--- src/rtl/muldiv_unit.sv ---
// Iterative radix-2 multiply/divide unit with HI/LO registers; 34-cycle issue interval,
// busy high from launch through commit. Optional MULDIV_FAST_MUL_EN: single-cycle multiplier path.
module muldiv_unit (
  input  logic        iClk,
  input  logic        iRst_n,
  input  logic        iStart,
  input  logic [1:0]  iOp,
  input  logic [31:0] iA,
  input  logic [31:0] iB,
  input  logic        iHiWe,
  input  logic        iLoWe,
  input  logic [31:0] iWdata,
  output logic        oBusy,
  output logic        oDone,
  output logic [31:0] oHi,
  output logic [31:0] oLo
);

  typedef enum logic [1:0] {IDLE, RUN, FIX} state_t;

  state_t      state_q, state_d;
  logic [1:0]  op_q;
  logic        sign_a_q, sign_b_q, dbz_q;
  logic [31:0] a_q, b_q, a_orig_q;
  logic [5:0]  cnt_q;
  logic [63:0] acc_q;

  // Magnitudes of the incoming operands; MULT/DIV (iOp[0]==0) are the signed ops.
  logic        sa_in, sb_in;
  logic [31:0] abs_a_in, abs_b_in;
  logic [63:0] acc_init;
  logic        start_to_fix;

  assign sa_in    = ~iOp[0] & iA[31];
  assign sb_in    = ~iOp[0] & iB[31];
  assign abs_a_in = sa_in ? (32'd0 - iA) : iA;
  assign abs_b_in = sb_in ? (32'd0 - iB) : iB;

`ifdef MULDIV_FAST_MUL_EN
  assign start_to_fix = ~iOp[1];
  assign acc_init     = iOp[1] ? 64'd0 : ({32'd0, abs_a_in} * {32'd0, abs_b_in});
`else
  assign start_to_fix = 1'b0;
  assign acc_init     = 64'd0;
`endif

  // Multiply step: add multiplicand into the high half, then shift the whole accumulator right.
  logic [32:0] mul_sum;
  assign mul_sum = {1'b0, acc_q[63:32]} + (b_q[0] ? {1'b0, a_q} : 33'd0);

  // Divide step: acc = {remainder, quotient}; dividend bits enter from a_q MSB first.
  logic [32:0] rem_sh;
  logic [33:0] div_diff;
  logic        q_bit;
  logic [31:0] rem_new;
  assign rem_sh   = {acc_q[63:32], a_q[31]};
  assign div_diff = {1'b0, rem_sh} - {2'b00, b_q};
  assign q_bit    = ~div_diff[33];
  assign rem_new  = q_bit ? div_diff[31:0] : rem_sh[31:0];

  logic [31:0] fix_hi, fix_lo;
  logic [63:0] prod;
  logic        neg_res;

  always_comb begin
    neg_res = ~op_q[0] & (sign_a_q ^ sign_b_q);
    prod    = neg_res ? (64'd0 - acc_q) : acc_q;
    fix_hi  = prod[63:32];
    fix_lo  = prod[31:0];
    if (op_q[1]) begin
      if (dbz_q) begin
        fix_hi = a_orig_q;
        fix_lo = 32'hFFFF_FFFF;
      end else begin
        fix_lo = neg_res ? (32'd0 - acc_q[31:0]) : acc_q[31:0];
        fix_hi = (~op_q[0] & sign_a_q) ? (32'd0 - acc_q[63:32]) : acc_q[63:32];
      end
    end
  end

  always_comb begin
    state_d = state_q;
    case (state_q)
      IDLE:    if (iStart) state_d = start_to_fix ? FIX : RUN;
      RUN:     if (cnt_q == 6'd31) state_d = FIX;
      FIX:     state_d = IDLE;
      default: state_d = IDLE;
    endcase
  end

  always_ff @(posedge iClk or negedge iRst_n) begin
    if (!iRst_n) state_q <= IDLE;
    else         state_q <= state_d;
  end

  always_ff @(posedge iClk or negedge iRst_n) begin
    if (!iRst_n) begin
      op_q     <= 2'd0;
      sign_a_q <= 1'b0;
      sign_b_q <= 1'b0;
      dbz_q    <= 1'b0;
      a_q      <= 32'd0;
      b_q      <= 32'd0;
      a_orig_q <= 32'd0;
      cnt_q    <= 6'd0;
      acc_q    <= 64'd0;
      oBusy    <= 1'b0;
      oDone    <= 1'b0;
      oHi      <= 32'd0;
      oLo      <= 32'd0;
    end else begin
      oDone <= 1'b0;
      case (state_q)
        IDLE: begin
          if (iHiWe) oHi <= iWdata;
          if (iLoWe) oLo <= iWdata;
          if (iStart) begin
            op_q     <= iOp;
            sign_a_q <= sa_in;
            sign_b_q <= sb_in;
            a_q      <= abs_a_in;
            b_q      <= abs_b_in;
            a_orig_q <= iA;
            dbz_q    <= iOp[1] & (iB == 32'd0);
            cnt_q    <= 6'd0;
            acc_q    <= acc_init;
            oBusy    <= 1'b1;
          end
        end
        RUN: begin
          cnt_q <= cnt_q + 6'd1;
          if (op_q[1]) begin
            acc_q <= {rem_new, acc_q[30:0], q_bit};
            a_q   <= {a_q[30:0], 1'b0};
          end else begin
            acc_q <= {mul_sum, acc_q[31:1]};
            b_q   <= {1'b0, b_q[31:1]};
          end
        end
        FIX: begin
          oBusy <= 1'b0;
          oDone <= 1'b1;
          oHi   <= fix_hi;
          oLo   <= fix_lo;
        end
        default: ;
      endcase
    end
  end

endmodule
--- config.mk ---
export PLATFORM = sky130hd
export DESIGN_NAME = muldiv_unit
export DESIGN_NICKNAME = d
export VERILOG_FILES = /design/src/rtl/muldiv_unit.sv
export SDC_FILE = /design/constraint.sdc
export NUM_CORES = 1
export LEC_CHECK = 0
export CAP_MARGIN = 15
export CORE_MARGIN = 3
export CORE_UTILIZATION = 50
export DETAILED_ROUTE_END_ITERATION = 7
export HOLD_SLACK_MARGIN = 0.08
export PLACE_DENSITY = 0.74
export RECOVER_POWER = 50
export SETUP_SLACK_MARGIN = 0.2
export SYNTH_ARGS = -nofsm -noshare
export SYNTH_HDL_FRONTEND = slang
export SYNTH_SLANG_ARGS = --single-unit
export TNS_END_PERCENT = 5
--- constraint.sdc ---
create_clock -name iClk -period 4.6 [get_ports iClk]
set_input_delay 1.38 -clock iClk [delete_from_list [all_inputs] [get_ports iClk]]
set_output_delay 1.38 -clock iClk [all_outputs]
set_load 0.01 [all_outputs]
==> flow_summary.ini, run 1 <==
[pwr]
p_comb_share_pct = 59.2
p_leak_nw = 9.028
power_mw = 16.04
switchingPower_mw = 7.704
intPower_mw = 8.334
pwr-share-clk_pct = 14.5
power_density_nw_per_um2 = 760.3
swShare_pct = 48.04
seq_power_share_pct = 26.3
ir_worst_vdd_mv = 0.5681

[clock_tree]
numCtsBuffers = 29
cts_hold_buf = 0
cts_max_level = 1
clk_path_buf_depth = 3
cts_tree = yes
cts_sinks = 239
clk_latency_ns = 0.58
cts-root-buf = clkbuf_16
cts-resized-gates = 0
path_clk_slew_ns = 0.06
cts_setup_buffers = 0

[synthesis]
synth-warning-count = 0
synth_area_leaders = dfrtp_1, o21ai_0, nand2_1
synthesis.area_um2 = 17940
synth_nets = 2460
ys_seq_area_share_pct = 33.34
synth_top_area_share_pct = 33.34
muxShareOfSynthArea_pct = 3.668
synth_xor_area_share_pct = 8.006
syn_inst = 2285
synth_seq_cells = 239
synth_top_family_by_area = compound AO/OA/AOI/OAI gates
synth_edf_count = 0
syn_avg_cell_area_um2 = 7.852
yosysTopAreaCell = dfrtp_1
synth_compound_area_share_pct = 25.73
async_flop_share_pct = 100.0
synthSimpleGateAreaFrac_pct = 19.37
synth_flop_cell = dfrtp_1
synth.distinct_cells = 73
synth_fa_ha_area_share_pct = 5.105

[global_routing]
grt_pass1_vias = 17220
grt_pass1_wl_mm = 98.19
grt_use_total_pct = 32.11
grt_antenna_before_repair = 3
grt_overflow = 0
grt_max_degree = 107

[layout]
fillers = 3218
seq_area_um2 = 5984
drive_gt1_share_pct = 5.955
area_delta_synth_final_pct = 17.57
layout_common_cells = nand2_1, o21ai_0, dfrtp_1, a21oi_1, clkdlybuf4s50_1
final_core_util_pct = 60.32
multi_input_area_um2 = 11140
nets = 2570
final_common_cell = nand2_1

[setup_path]
slowest_stage = clkbuf_1
required_ns = 5.10
crit_path_start_kind = primary input
cp_cell_sequence = dlygate4sd3_1 > o21bai_1 > clkbuf_1 > o21ai_0 > o21ai_0
critPathCaptureType = flip-flop
cpPeakStageDelay_ns = 1.26
worst-path-buf-inv = 2
path_max_fanout = 37
cpLargestDelayFamily = buffers and inverters
arrival_ns = 4.52
r2r_slack_ns = 0.80
critPathKind = in2reg
crit_top_cell = o21ai_0

[run]
cap_viol_max_count = 4

[detailed_routing]
initialDrtViolationCount = 1357
dr.pass1.iters = 6
viasPerCell = 6.218
ant_nets = 0
drcViolationCount = 0
wl_per_cell_um = 22.09
via_count = 17870
drt-total-wl_mm = 63.49

[place]
place_congestion = 0.9986
dp_hpwl_mm = 48.47
portBuffers = 168
pre_cts_slack_ns = 0.2574

[floorplanning]
start_util_pct = 51.31
dieArea_um2 = 38190
die_w_um = 195.4
row_count = 68
die_h_um = 195.4
io_pins = 169
core_area_um2 = 34970

[sta]
rsz0062_at_grt = false
period_share_pct = 87.47
slew_viol_final = 220
whs_ns = 0.4771
fmax_mhz = 248.5
setup_viol = 0
post-route-min-period_ns = 4.024
finClkSkew_ns = 0.02984
max_slew_margin_pct = -80.84
setup-tns-final_ns = 0
worst_slack_ns = 0.5764
worst_slew_pin_slew_ns = 2.713
hold_viol = 0

[worst_hold_path]
hold_path_class = reg2reg

[status]
violations = capacitance limit, slew limit
status = finished, violations left
==> kinds of logic after synthesis <==
| kind of cell | count (synthesis) |
|---|---|
| AOI/OAI and AO/OA | 765 |
| and+or+nand+nor | 756 |
| DFF | 239 |
| muxes | 65 |
| adders and majority gates | 72 |
| xor gates and xnor gates | 164 |
| buffers and inverters | 224 |
==> per-stage QoR <==
stage | instance area [µm²] | std cells
after global routing | 21090 | 2874
after global placement | 20160 | 2819
after detailed placement | 20160 | 2819
after floorplan | 17940 | 2285
final | 21090 | 2874
after CTS | 21140 | 2873
==> layout make-up <==
class / count / area share (%)
clock buffers: 38 / 3.790
flip-flops and latches: 239 / 28.37
repair buffers: 231 / 10.21
well taps: 455 / 2.699
inverters: 72 / 1.281
clock inverters: 16 / 0.8304
diodes: 1 / 0.01186
multi-input cells: 1822 / 52.81
==> layer usage <==
| metal | wire length (µm) | global-route usage [%] | vias to the layer above | part of all wire, % |
|---|---|---|---|---|
| met2 | 30400 | 55.06 | 695 | 48 |
| met3 | 4137 | 4.382 | 153 | 6.5 |
| met4 | 3076 | 13.31 | 4 | 4.8 |
| li1 | - | - | 8459 | - |
| met5 | 27 | 0 | - | 0.043 |
| met1 | 25850 | 40.83 | 8559 | 41 |
==> worst paths after layout <==
path,start,end,cells past startpoint
min,oLo[27],oLo[27],2
max reg2reg,b_q[0],acc_q[32],11
max,iStart,cnt_q[2],5
min reg2reg,oLo[27],oLo[27],2
min in group asynchronous,iRst_n,acc_q[20],1
max in group asynchronous,iRst_n,a_orig_q[5],2
==> worst reg2reg max path: stages, from the launching register on <==
cell,delay [ns]
dfrtp_1,0.52
buf_4,0.28
ha_1,0.21
inv_1,0.09
a21o_1,0.14
a41oi_1,0.24
o211a_1,0.37
o21bai_1,0.68
a21o_1,0.22
buf_4,0.36
mux2_2,0.42
o221ai_1,0.16
==> registers in the layout, summed over array words and instances, names as in the netlist <==
signal and flops:
a_orig_q 32, a_q 32, acc_q 64, b_q 32
cnt_q 6, dbz_q 1, oBusy 1, oDone 1
oHi 32, oLo 32, op_q 2, sign_a_q 1
sign_b_q 1, state_q 2
==> power by group through the flow <==
stage                     logic (mW)  clock network (mW)  registers [mW]
after floorplan                 6.61                   0            3.74
after global placement          9.17                   0            4.19
after detailed placement        9.34                   0            4.22
after CTS                       9.39                2.37            4.19
after global routing            10.4                2.45            4.32
final                           9.50                2.33            4.21
==> cell usage after synthesis, types with 30 or more instances <==
cell,number
mux2i_1,59
ha_1,70
or3_1,30
dfrtp_1,239
nand3_1,41
xor2_1,75
nand2_1,337
nor2_1,154
nor3_1,44
inv_1,72
a21oi_1,190
o22ai_1,49
clkbuf_1,130
xnor2_1,89
and2_1,38
o21ai_0,276
o211ai_1,34
Power figures use the tool's default switching activity.
==> run 2: changes to the inputs <==
ABC_AREA = 1   (was default)
PLACE_DENSITY = 0.73   (was 0.74)
==> run 2 against run 1 <==
  * The flow still finishes with violations (capacitance limit, slew limit)
  * Clock skew down 0.0080 ns
  * Clock power down 2%
  * Wire length up 39%
  * Critical path type is now in2async
  * Largest cell class unchanged
  * Highest routed layer unchanged
==> flow_summary.ini, run 2 <==
[detailed_routing]
ant_nets = 0
drt-total-wl_mm = 88.29
viasPerCell = 6.004
dr.pass1.iters = 6
drcViolationCount = 0
via_count = 24410
initialDrtViolationCount = 3160
wl_per_cell_um = 21.72

[setup_path]
cpPeakStageDelay_ns = 1.98
cpLargestDelayFamily = buffers and inverters
path_max_fanout = 107
critPathKind = in2async
crit_path_start_kind = primary input
required_ns = 4.40
critPathCaptureType = async pin
arrival_ns = 3.44
slowest_stage = clkbuf_2
worst-path-buf-inv = 1
cp_cell_sequence = clkbuf_2

[sta]
post-route-min-period_ns = 3.646
hold_viol = 0
worst_slack_ns = 0.9542
finClkSkew_ns = 0.02180
worst_slew_pin_slew_ns = 3.010
setup-tns-final_ns = 0
rsz0062_at_grt = false
max_slew_margin_pct = -100.7
whs_ns = 0.4673
fmax_mhz = 274.3
slew_viol_final = 107
setup_viol = 0
period_share_pct = 79.26

[place]
pre_cts_slack_ns = 0.8566
dp_hpwl_mm = 69.60
place_inst = 4015
place_congestion = 1.047
portBuffers = 168

[clock_tree]
numCtsBuffers = 28
clk_path_buf_depth = 3
cts_sinks = 239
path_clk_slew_ns = 0.07
cts_tree = yes
clk_latency_ns = 0.57
cts-resized-gates = 0
cts-root-buf = clkbuf_16
cts_max_level = 1
cts_hold_buf = 0
cts_setup_buffers = 0

[layout]
final_core_util_pct = 58.16
largest_register_ffs = 64
nets = 3688
final_common_cell = nand2_1
instances_no_fill = 4065
layout_common_cells = nand2_1, nor2_1, inv_1, a21oi_1, o21ai_0
drive_gt1_share_pct = 5.521
area_delta_synth_final_pct = 13.86
max_flop_register = acc_q

[synthesis]
ys_seq_area_share_pct = 28.42
synth_area_leaders = dfrtp_1, nand2_1, nor2_1
synth_top_area_share_pct = 28.42
synth.distinct_cells = 57
yosysMostFrequentCell = nand2_1
synth_seq_cells = 239
syn_inst = 3414
synthesis.area_um2 = 21050
synth-warning-count = 0
yosysTopAreaCell = dfrtp_1
synth_flop_cell = dfrtp_1
syn_avg_cell_area_um2 = 6.165
synth_nets = 3589
netlist_top_cells_count = nand2_1, nor2_1, inv_1
synth_edf_count = 0
async_flop_share_pct = 100.0

[global_routing]
grtUsageMet2_pct = 57.72
grt_use_total_pct = 38.29
use_met1_pct = 53.77
grt_pass1_vias = 22230
grt_max_degree = 108
grt_pass1_wl_mm = 132.0
busiest_layer = met2
met3_usage_pct = 7.278
grt_overflow = 0
grt_antenna_before_repair = 2

[floorplanning]
core_area_um2 = 41200
io_pins = 169
die_w_um = 211.2
start_util_pct = 51.08
dieArea_um2 = 44590
die_h_um = 211.2
row_count = 74

[run]
cap_viol_max_count = 1

[pwr]
power_density_nw_per_um2 = 881.3
p_leak_nw = 11.76
ir_worst_vdd_mv = 0.3894

[worst_hold_path]
hold_path_class = reg2reg

[status]
violations = capacitance limit, slew limit
status = finished, violations left
[run 2: final timing paths]
| check | start | to | slack [ns] | cells after the start |
|---|---|---|---|---|
| worst max register to register | b_q[0] | acc_q[46] | 1.06 | 13 |
| worst min-delay path | cnt_q[5] | state_q[1] | 0.47 | 1 |
| worst max-delay path | iRst_n | op_q[1] | 0.95 | 1 |
| worst min register to register | cnt_q[5] | state_q[1] | 0.47 | 1 |
| max in group iClk | b_q[0] | acc_q[46] | 1.06 | 13 |
| min in group asynchronous | iRst_n | acc_q[4] | 1.73 | 1 |
[run 2: through the flow]
step	total power, mW	instance area [µm²]
finish	21.12	23960
detailed placement	18.27	23060
global placement	18.05	23060
CTS	20.62	23990
floorplan	13.39	21050
global route	22.56	23960
[run 2: logic make-up (layout without fill, tap and decap cells)]
family / count (synthesis) / after routing / share of synthesized area, %
AND/OR/NAND/NOR: 1817 / 1817 / 36.53
AO/OA/AOI/OAI: 687 / 687 / 17.96
buffers and inverters: 535 / 653 / 10.08
flip-flops: 239 / 239 / 28.42
adder cells (fa/ha/maj): 72 / 72 / 4.351
XOR/XNOR: 64 / 64 / 2.663
other: 0 / 1 / 0
[run 2: final cells by class]
cell class | instances | area [µm²]
clock buffer | 40 | 797.0
tap | 532 | 665.6
fill | 4154 | 17240
multi-input combinational | 2640 | 12960
inverter | 406 | 1525
sequential | 239 | 5982
antenna | 1 | 2.502
clock inverter | 9 | 126.4
timing repair buffer | 198 | 1906
[run 2: power breakdown]
| group | leakage (nW) | switching, mW | internal, mW |
|---|---|---|---|
| combinational | 8.43 | 9.67 | 4.59 |
| sequential | 2.88 | 1.46 | 3.10 |
| clock | 0.451 | 0.930 | 1.36 |
| total | 11.8 | 12.1 | 9.05 |
[run 2: metal layers]
metal | vias to the layer above | wire length (µm) | part of all wire (%)
li1 | 11320 | - | -
met1 | 11460 | 36780 | 42
met2 | 1383 | 37890 | 43
met3 | 239 | 8914 | 10
met4 | 4 | 4672 | 5.3
met5 | - | 29 | 0.033
